`src/rtl/mem_bist_pkg.sv`:
```
// Shared definitions for the memory BIST controller: state encoding,
// default post-reset memory content and fail counter sizing.
package mem_bist_pkg;

    typedef enum logic [2:0] {
        IDLE   = 3'd0,
        RST_RD = 3'd1,
        WR     = 3'd2,
        RD     = 3'd3,
        INV_WR = 3'd4,
        INV_RD = 3'd5,
        DRAIN  = 3'd6,
        DONE   = 3'd7
    } state_t;

    localparam logic [7:0] RST_VAL_DEFAULT = 8'hFF;

    localparam int FAIL_CNT_W = 8;
    localparam logic [FAIL_CNT_W-1:0] FAIL_CNT_MAX = '1;

endpackage

```
`src/rtl/mem_bist_cmp.sv`:
```
// Read-compare stage of the memory BIST: a 1-deep pending compare that
// lines up the expected value with the memory's 1-cycle read latency,
// plus the saturating miscompare counter and first-fail address capture.
import mem_bist_pkg::*;

module mem_bist_cmp #(
    parameter int ADDR_W = 3,
    parameter int DATA_W = 8
) (
    input  logic                  clk,
    input  logic                  rst,
    input  logic                  clear,
    input  logic                  issue,
    input  logic [DATA_W-1:0]     exp_data,
    input  logic [ADDR_W-1:0]     issue_addr,
    input  logic [DATA_W-1:0]     rd_data,
    output logic [FAIL_CNT_W-1:0] fail_cnt,
    output logic [ADDR_W-1:0]     first_fail_addr
);

    logic              pend_vld;
    logic [DATA_W-1:0] pend_exp;
    logic [ADDR_W-1:0] pend_addr;
    logic              miscompare;

    assign miscompare = pend_vld && (rd_data != pend_exp);

    // Hold the expectation of the read issued this cycle until its data returns.
    always_ff @(posedge clk or posedge rst) begin
        if (rst) begin
            pend_vld  <= 1'b0;
            pend_exp  <= '0;
            pend_addr <= '0;
        end else if (clear) begin
            pend_vld  <= 1'b0;
            pend_exp  <= '0;
            pend_addr <= '0;
        end else begin
            pend_vld  <= issue;
            pend_exp  <= exp_data;
            pend_addr <= issue_addr;
        end
    end

    // Count miscompares (saturating) and remember where the first one happened.
    always_ff @(posedge clk or posedge rst) begin
        if (rst) begin
            fail_cnt        <= '0;
            first_fail_addr <= '0;
        end else if (clear) begin
            fail_cnt        <= '0;
            first_fail_addr <= '0;
        end else if (miscompare) begin
            if (fail_cnt != FAIL_CNT_MAX) begin
                fail_cnt <= fail_cnt + 1'b1;
            end
            if (fail_cnt == '0) begin
                first_fail_addr <= pend_addr;
            end
        end
    end

endmodule

```
`src/rtl/mem_bist_ctrl.sv`:
```
// Memory BIST controller top: sequences reset-content check, seeded pattern
// write and read-back against a single-port memory with 1-cycle read latency.
// Build option MEM_BIST_INV_PASS_EN adds an inverted-pattern write/read pass.
//
//   state  | meaning
//   -------+----------------------------------------------------------
//   IDLE   | waiting for start, memory port parked
//   RST_RD | read every address, expect RST_VAL
//   WR     | write seed+addr to every address
//   RD     | read every address, expect seed+addr
//   INV_WR | write ~(seed+addr) (MEM_BIST_INV_PASS_EN only)
//   INV_RD | read every address, expect ~(seed+addr) (MEM_BIST_INV_PASS_EN only)
//   DRAIN  | one idle cycle to retire the last pending compare
//   DONE   | results valid and held; start accepted again
import mem_bist_pkg::*;

module mem_bist_ctrl #(
    parameter int              ADDR_W  = 3,
    parameter int              DATA_W  = 8,
    parameter logic [DATA_W-1:0] RST_VAL = DATA_W'(RST_VAL_DEFAULT)
) (
    input  logic                  clk,
    input  logic                  rst,
    input  logic                  start,
    input  logic [DATA_W-1:0]     seed,
    output logic                  mem_enable,
    output logic                  mem_rd_wr,
    output logic [ADDR_W-1:0]     mem_addr,
    output logic [DATA_W-1:0]     mem_wr_data,
    input  logic [DATA_W-1:0]     mem_rd_data,
    output logic                  busy,
    output logic                  done,
    output logic                  pass,
    output logic [FAIL_CNT_W-1:0] fail_cnt,
    output logic [ADDR_W-1:0]     first_fail_addr
);

    localparam int DEPTH = 1 << ADDR_W;
    localparam logic [ADDR_W-1:0] LAST_ADDR = ADDR_W'(DEPTH - 1);

    state_t            state_q, state_d;
    logic [ADDR_W-1:0] addr_q, addr_d;
    logic [DATA_W-1:0] seed_q, seed_d;
    logic [DATA_W-1:0] pattern;
    logic              accept;
    logic              rd_wr_int;
    logic              cmp_issue;
    logic [DATA_W-1:0] cmp_exp;

    assign pattern = seed_q + DATA_W'(addr_q);

    // State, address counter and latched seed.
    always_ff @(posedge clk or posedge rst) begin
        if (rst) begin
            state_q <= IDLE;
            addr_q  <= '0;
            seed_q  <= '0;
        end else begin
            state_q <= state_d;
            addr_q  <= addr_d;
            seed_q  <= seed_d;
        end
    end

    // Next-state, address sequencing and memory port drive.
    always_comb begin
        state_d     = state_q;
        addr_d      = addr_q;
        seed_d      = seed_q;
        accept      = 1'b0;
        mem_enable  = 1'b0;
        rd_wr_int   = 1'b1;
        mem_addr    = '0;
        mem_wr_data = '0;
        cmp_issue   = 1'b0;
        cmp_exp     = '0;
        case (state_q)
            IDLE, DONE: begin
                if (start) begin
                    accept  = 1'b1;
                    state_d = RST_RD;
                    addr_d  = '0;
                    seed_d  = seed;
                end
            end
            RST_RD: begin
                mem_enable = 1'b1;
                mem_addr   = addr_q;
                cmp_issue  = 1'b1;
                cmp_exp    = RST_VAL;
                addr_d     = addr_q + 1'b1;
                if (addr_q == LAST_ADDR) state_d = WR;
            end
            WR: begin
                mem_enable  = 1'b1;
                rd_wr_int   = 1'b0;
                mem_addr    = addr_q;
                mem_wr_data = pattern;
                addr_d      = addr_q + 1'b1;
                if (addr_q == LAST_ADDR) state_d = RD;
            end
            RD: begin
                mem_enable = 1'b1;
                mem_addr   = addr_q;
                cmp_issue  = 1'b1;
                cmp_exp    = pattern;
                addr_d     = addr_q + 1'b1;
                if (addr_q == LAST_ADDR) begin
`ifdef MEM_BIST_INV_PASS_EN
                    state_d = INV_WR;
`else
                    state_d = DRAIN;
`endif
                end
            end
`ifdef MEM_BIST_INV_PASS_EN
            INV_WR: begin
                mem_enable  = 1'b1;
                rd_wr_int   = 1'b0;
                mem_addr    = addr_q;
                mem_wr_data = ~pattern;
                addr_d      = addr_q + 1'b1;
                if (addr_q == LAST_ADDR) state_d = INV_RD;
            end
            INV_RD: begin
                mem_enable = 1'b1;
                mem_addr   = addr_q;
                cmp_issue  = 1'b1;
                cmp_exp    = ~pattern;
                addr_d     = addr_q + 1'b1;
                if (addr_q == LAST_ADDR) state_d = DRAIN;
            end
`endif
            DRAIN: begin
                state_d = DONE;
            end
            default: begin
                state_d = IDLE;
                addr_d  = '0;
            end
        endcase
    end

    // rd_wr idles high, but every output reads 0 while reset is held.
    assign mem_rd_wr = rd_wr_int & ~rst;

    assign busy = (state_q != IDLE) && (state_q != DONE);
    assign done = (state_q == DONE);
    assign pass = done && (fail_cnt == '0);

    mem_bist_cmp #(
        .ADDR_W (ADDR_W),
        .DATA_W (DATA_W)
    ) u_cmp (
        .clk             (clk),
        .rst             (rst),
        .clear           (accept),
        .issue           (cmp_issue),
        .exp_data        (cmp_exp),
        .issue_addr      (mem_addr),
        .rd_data         (mem_rd_data),
        .fail_cnt        (fail_cnt),
        .first_fail_addr (first_fail_addr)
    );

endmodule

```
`config.mk`:
```
export PLATFORM = sky130hd
export DESIGN_NAME = mem_bist_ctrl
export DESIGN_NICKNAME = d
export VERILOG_FILES = /design/src/rtl/mem_bist_pkg.sv /design/src/rtl/mem_bist_cmp.sv /design/src/rtl/mem_bist_ctrl.sv
export SDC_FILE = /design/constraint.sdc
export NUM_CORES = 1
export LEC_CHECK = 0
export ABC_AREA = 1
export CORE_MARGIN = 8
export CORE_UTILIZATION = 56
export CTS_BUF_LIST = sky130_fd_sc_hd__clkbuf_4 sky130_fd_sc_hd__clkbuf_8
export DETAILED_ROUTE_END_ITERATION = 8
export PLACE_DENSITY = 0.87
export SETUP_SLACK_MARGIN = 0.2
export SLEW_MARGIN = 40
export SYNTH_ARGS = -nofsm -noshare
export SYNTH_HDL_FRONTEND = slang
export SYNTH_SLANG_ARGS = --single-unit
```
`constraint.sdc`:
```
create_clock -name clk -period 4.6 [get_ports clk]
set_input_delay 1.38 -clock clk [delete_from_list [all_inputs] [get_ports clk]]
set_output_delay 1.38 -clock clk [all_outputs]
set_load 0.02 [all_outputs]
```
==> results.txt <==
sw frac: 0.435
gpl congestion: 0.825
RSZ-0062 raised after global routing: false
Pre-antenna DRT Iters: 5
Core Footprint: 3610 um^2
Final Core Density: 0.743
M1 GR Usage: 0.217
P_int: 1.03 mW
Worst Clk Skew: 0.00653 ns
Crit path arrival time: 2.62 ns
Routed Antenna Nets: 0
wire length per cell: 13.2 um
max-slew violations: 0
final std cells w/o fill: 365
crit-path leading delay family: buffers and inverters
Max Cap Violations: 0
status: completed
worst relative slew slack: 0.693
register bit total from synthesis: 37
cell count after synthesis: 268
Async S/R FF share, synth: 1.00
Yosys top cell by area: dfrtp_1
Synth area leaders: dfrtp_1 45%, nand2_1 14%, nor2_1 7.3%
hold slack: 0.482 ns
final net count: 343
Fmax: 250 MHz
CTS H-tree lvls: 2
CP Cell Sequence: clkdlybuf4s50_1 > inv_1 > nand2_1 > inv_1 > clkdlybuf4s50_1
P_sw: 0.795 mW
vias: 1,842
clk root buf: clkbuf_8
GR Layer Usage met2: 0.268
initial antenna violation count: 0
Least-Margin Pin Slew: 0.461 ns
Mapped Area: 2060 um^2
GRT Overall Usage: 0.173
CTS Sinks: 37
TNS Setup: 0 ns
largest net degree at the start of global routing: 38
initial drt markers: 100
IO Count: 46
worst path bufs/invs: 4
worst-path fanout max: 2
Min Clock Period, post-route: 4.00 ns
DR vias/cell: 5.05
Final period util: 0.869
synth cell count leaders: 76 x nand2_1, 40 x nor2_1, 37 x dfrtp_1, 37 x inv_1, 14 x nand3_1
CP Launch Type: input port
global-route wire length before repair: 8.36 mm
top_reg_cell synth: dfrtp_1
initial core utilization: 0.572
post-CTS sizing: 0
placed cell count: 357
critical path capture point type: output port
synthesis warning total: 0
Die W: 76.7 um
hpwl dp: 3.53 mm
sequential share of the synthesized area: 0.449
Syn Nets: 295
Die Height: 76.7 um
EDFF count, synth: 0
Post-Route WL: 4.83 mm
I/O Buffers: 45
die area: 5880 um^2
Antenna diodes: 0
hold_buf cts: 0
Yosys top cell area share: 0.449
final setup fails: 0
Hold Vio Cnt, Final: 0
Comb pwr share: 0.499
slowest stage cell, crit path: clkdlybuf4s50_1
worst path required time: 3.22 ns
unique cell type count in the Yosys netlist: 28
Leak: 1.32 nW
VDD IR max: 354 uV
vias in the first global route: 1,813
Worst path max stage delay: 0.64 ns
Hold Crit Class: reg -> reg
layout cells sized above 1: 0.0505
CTS tree: built
Skew-Pair Late Insertion Delay: 0.29 ns
gr ovfl total: 0
Top Usage Layer GRT: met2
# Post-CTS Setup Buffers: 0
pwr dens: 682 nW/um^2
kind of critical path: in -> out
clock share of power: 0.182
maximum clock path buffer count: 2
clk slew on worst S/H paths: 0.07 ns
share of power burned in registers: 0.319
Post-route DRC: 0
Layout area overhead: 30.0%
TritonCTS Buffers: 5
met3 Use GR: 0.0478
Synth Area per Inst: 7.69 um^2
num rows: 22
cell with the most instances after synthesis: nand2_1
-- power by group through the flow --
stage | Sequential (mW) | Clock (mW) | Combinational [mW]
2_1_floorplan | 0.589 | 0 | 0.599
3_3_place_gp | 0.577 | 0 | 0.879
3_5_place_dp | 0.584 | 0 | 0.905
4_1_cts | 0.580 | 0.338 | 0.920
5_1_grt | 0.599 | 0.355 | 1.03
6_report | 0.582 | 0.332 | 0.912
-- worst paths after layout --
kind	startpoint	to	slack, ns	cells after the start
max in group asynchronous	rst	seed_q[5]$_DFFE_PP0P_	2.72	3
min	u_cmp.pend_addr[2]$_DFF_PP0_	u_cmp.first_fail_addr[2]$_DFFE_PP0P_	0.48	2
min reg2reg	u_cmp.pend_addr[2]$_DFF_PP0_	u_cmp.first_fail_addr[2]$_DFFE_PP0P_	0.48	2
max reg2reg	state_q[1]$_DFFE_PP0P_	u_cmp.fail_cnt[0]$_DFFE_PP0P_	2.76	8
max	rst	mem_rd_wr	0.60	5
min in group asynchronous	rst	u_cmp.fail_cnt[5]$_DFFE_PP0P_	1.54	3
-- metrics by stage --
stage	total power, mW	setup slack (ns)	area [um^2]
6_report	1.83	0.602	2680
5_1_grt	1.98	0.568	2680
4_1_cts	1.84	0.608	2680
3_5_place_dp	1.49	0.609	2550
3_3_place_gp	1.46	0.615	2550
2_1_floorplan	1.19	0.765	2060
-- worst min-delay path, stage by stage, from the launching register on --
cell     delay, ns
dfrtp_1       0.32
nor2_1        0.04
nor2_1        0.08
-- cells by family (layout without fill, tap and decap cells) --
kind of cell	count (synthesis)	after routing	share of synthesized area
AO/OA/AOI/OAI	28	28	0.0777
AND/OR/NAND/NOR	139	139	0.285
adder cells (fa/ha/maj)	8	8	0.0522
flip-flops	37	37	0.449
XOR/XNOR	11	11	0.0467
buffers and inverters	45	94	0.0892
-- metal layers --
layer | vias to the layer above | part of all wire
met5 | - | 0
met4 | 0 | 0.033
met3 | 13 | 0.040
met2 | 50 | 0.48
met1 | 852 | 0.45
li1 | 927 | -
-- registers in the layout (all words and copies together), names as in the netlist --
| register | flops |
|---|---|
| u_cmp.pend_exp | 8 |
| u_cmp.fail_cnt | 8 |
| state_q | 3 |
| u_cmp.first_fail_addr | 3 |
| seed_q | 8 |
| u_cmp.pend_vld | 1 |
| addr_q | 3 |
| u_cmp.pend_addr | 3 |
-- cell usage in the layout (no fill, tap or decap) --
cell type | Yosys | layout
nor3_1 | 2 | 2
o21ai_4 | 1 | 1
nand3_2 | 1 | 1
o21ai_0 | 10 | 10
nand3_1 | 14 | 14
ha_1 | 7 | 7
nand2_4 | 2 | 2
clkinv_2 | 0 | 1
a21oi_1 | 12 | 12
buf_4 | 1 | 1
xor2_1 | 6 | 6
nor4_1 | 1 | 1
o21ai_1 | 1 | 1
inv_1 | 37 | 37
clkdlybuf4s50_1 | 0 | 45
nor2_1 | 40 | 40
fa_1 | 1 | 1
nor2_8 | 1 | 1
o22ai_1 | 1 | 1
bufinv_16 | 0 | 2
dfrtp_1 | 37 | 37
nand4_1 | 1 | 1
o211ai_1 | 2 | 2
xnor2_1 | 5 | 5
nand2_1 | 76 | 76
inv_2 | 2 | 2
clkbuf_8 | 0 | 5
clkinv_1 | 1 | 1
nor3b_1 | 1 | 1
o31ai_1 | 1 | 1
-- area by class of cell --
| cell class | count | area (um^2) |
|---|---|---|
| clock buffers | 5 | 68.8 |
| fillers | 268 | 926 |
| inverters | 40 | 150 |
| clock inverters | 3 | 65.1 |
| flip-flops and latches | 37 | 926 |
| well taps | 48 | 60.1 |
| repair buffers | 46 | 458 |
| multi-input cells | 186 | 952 |
Power figures use the tool's default switching activity.
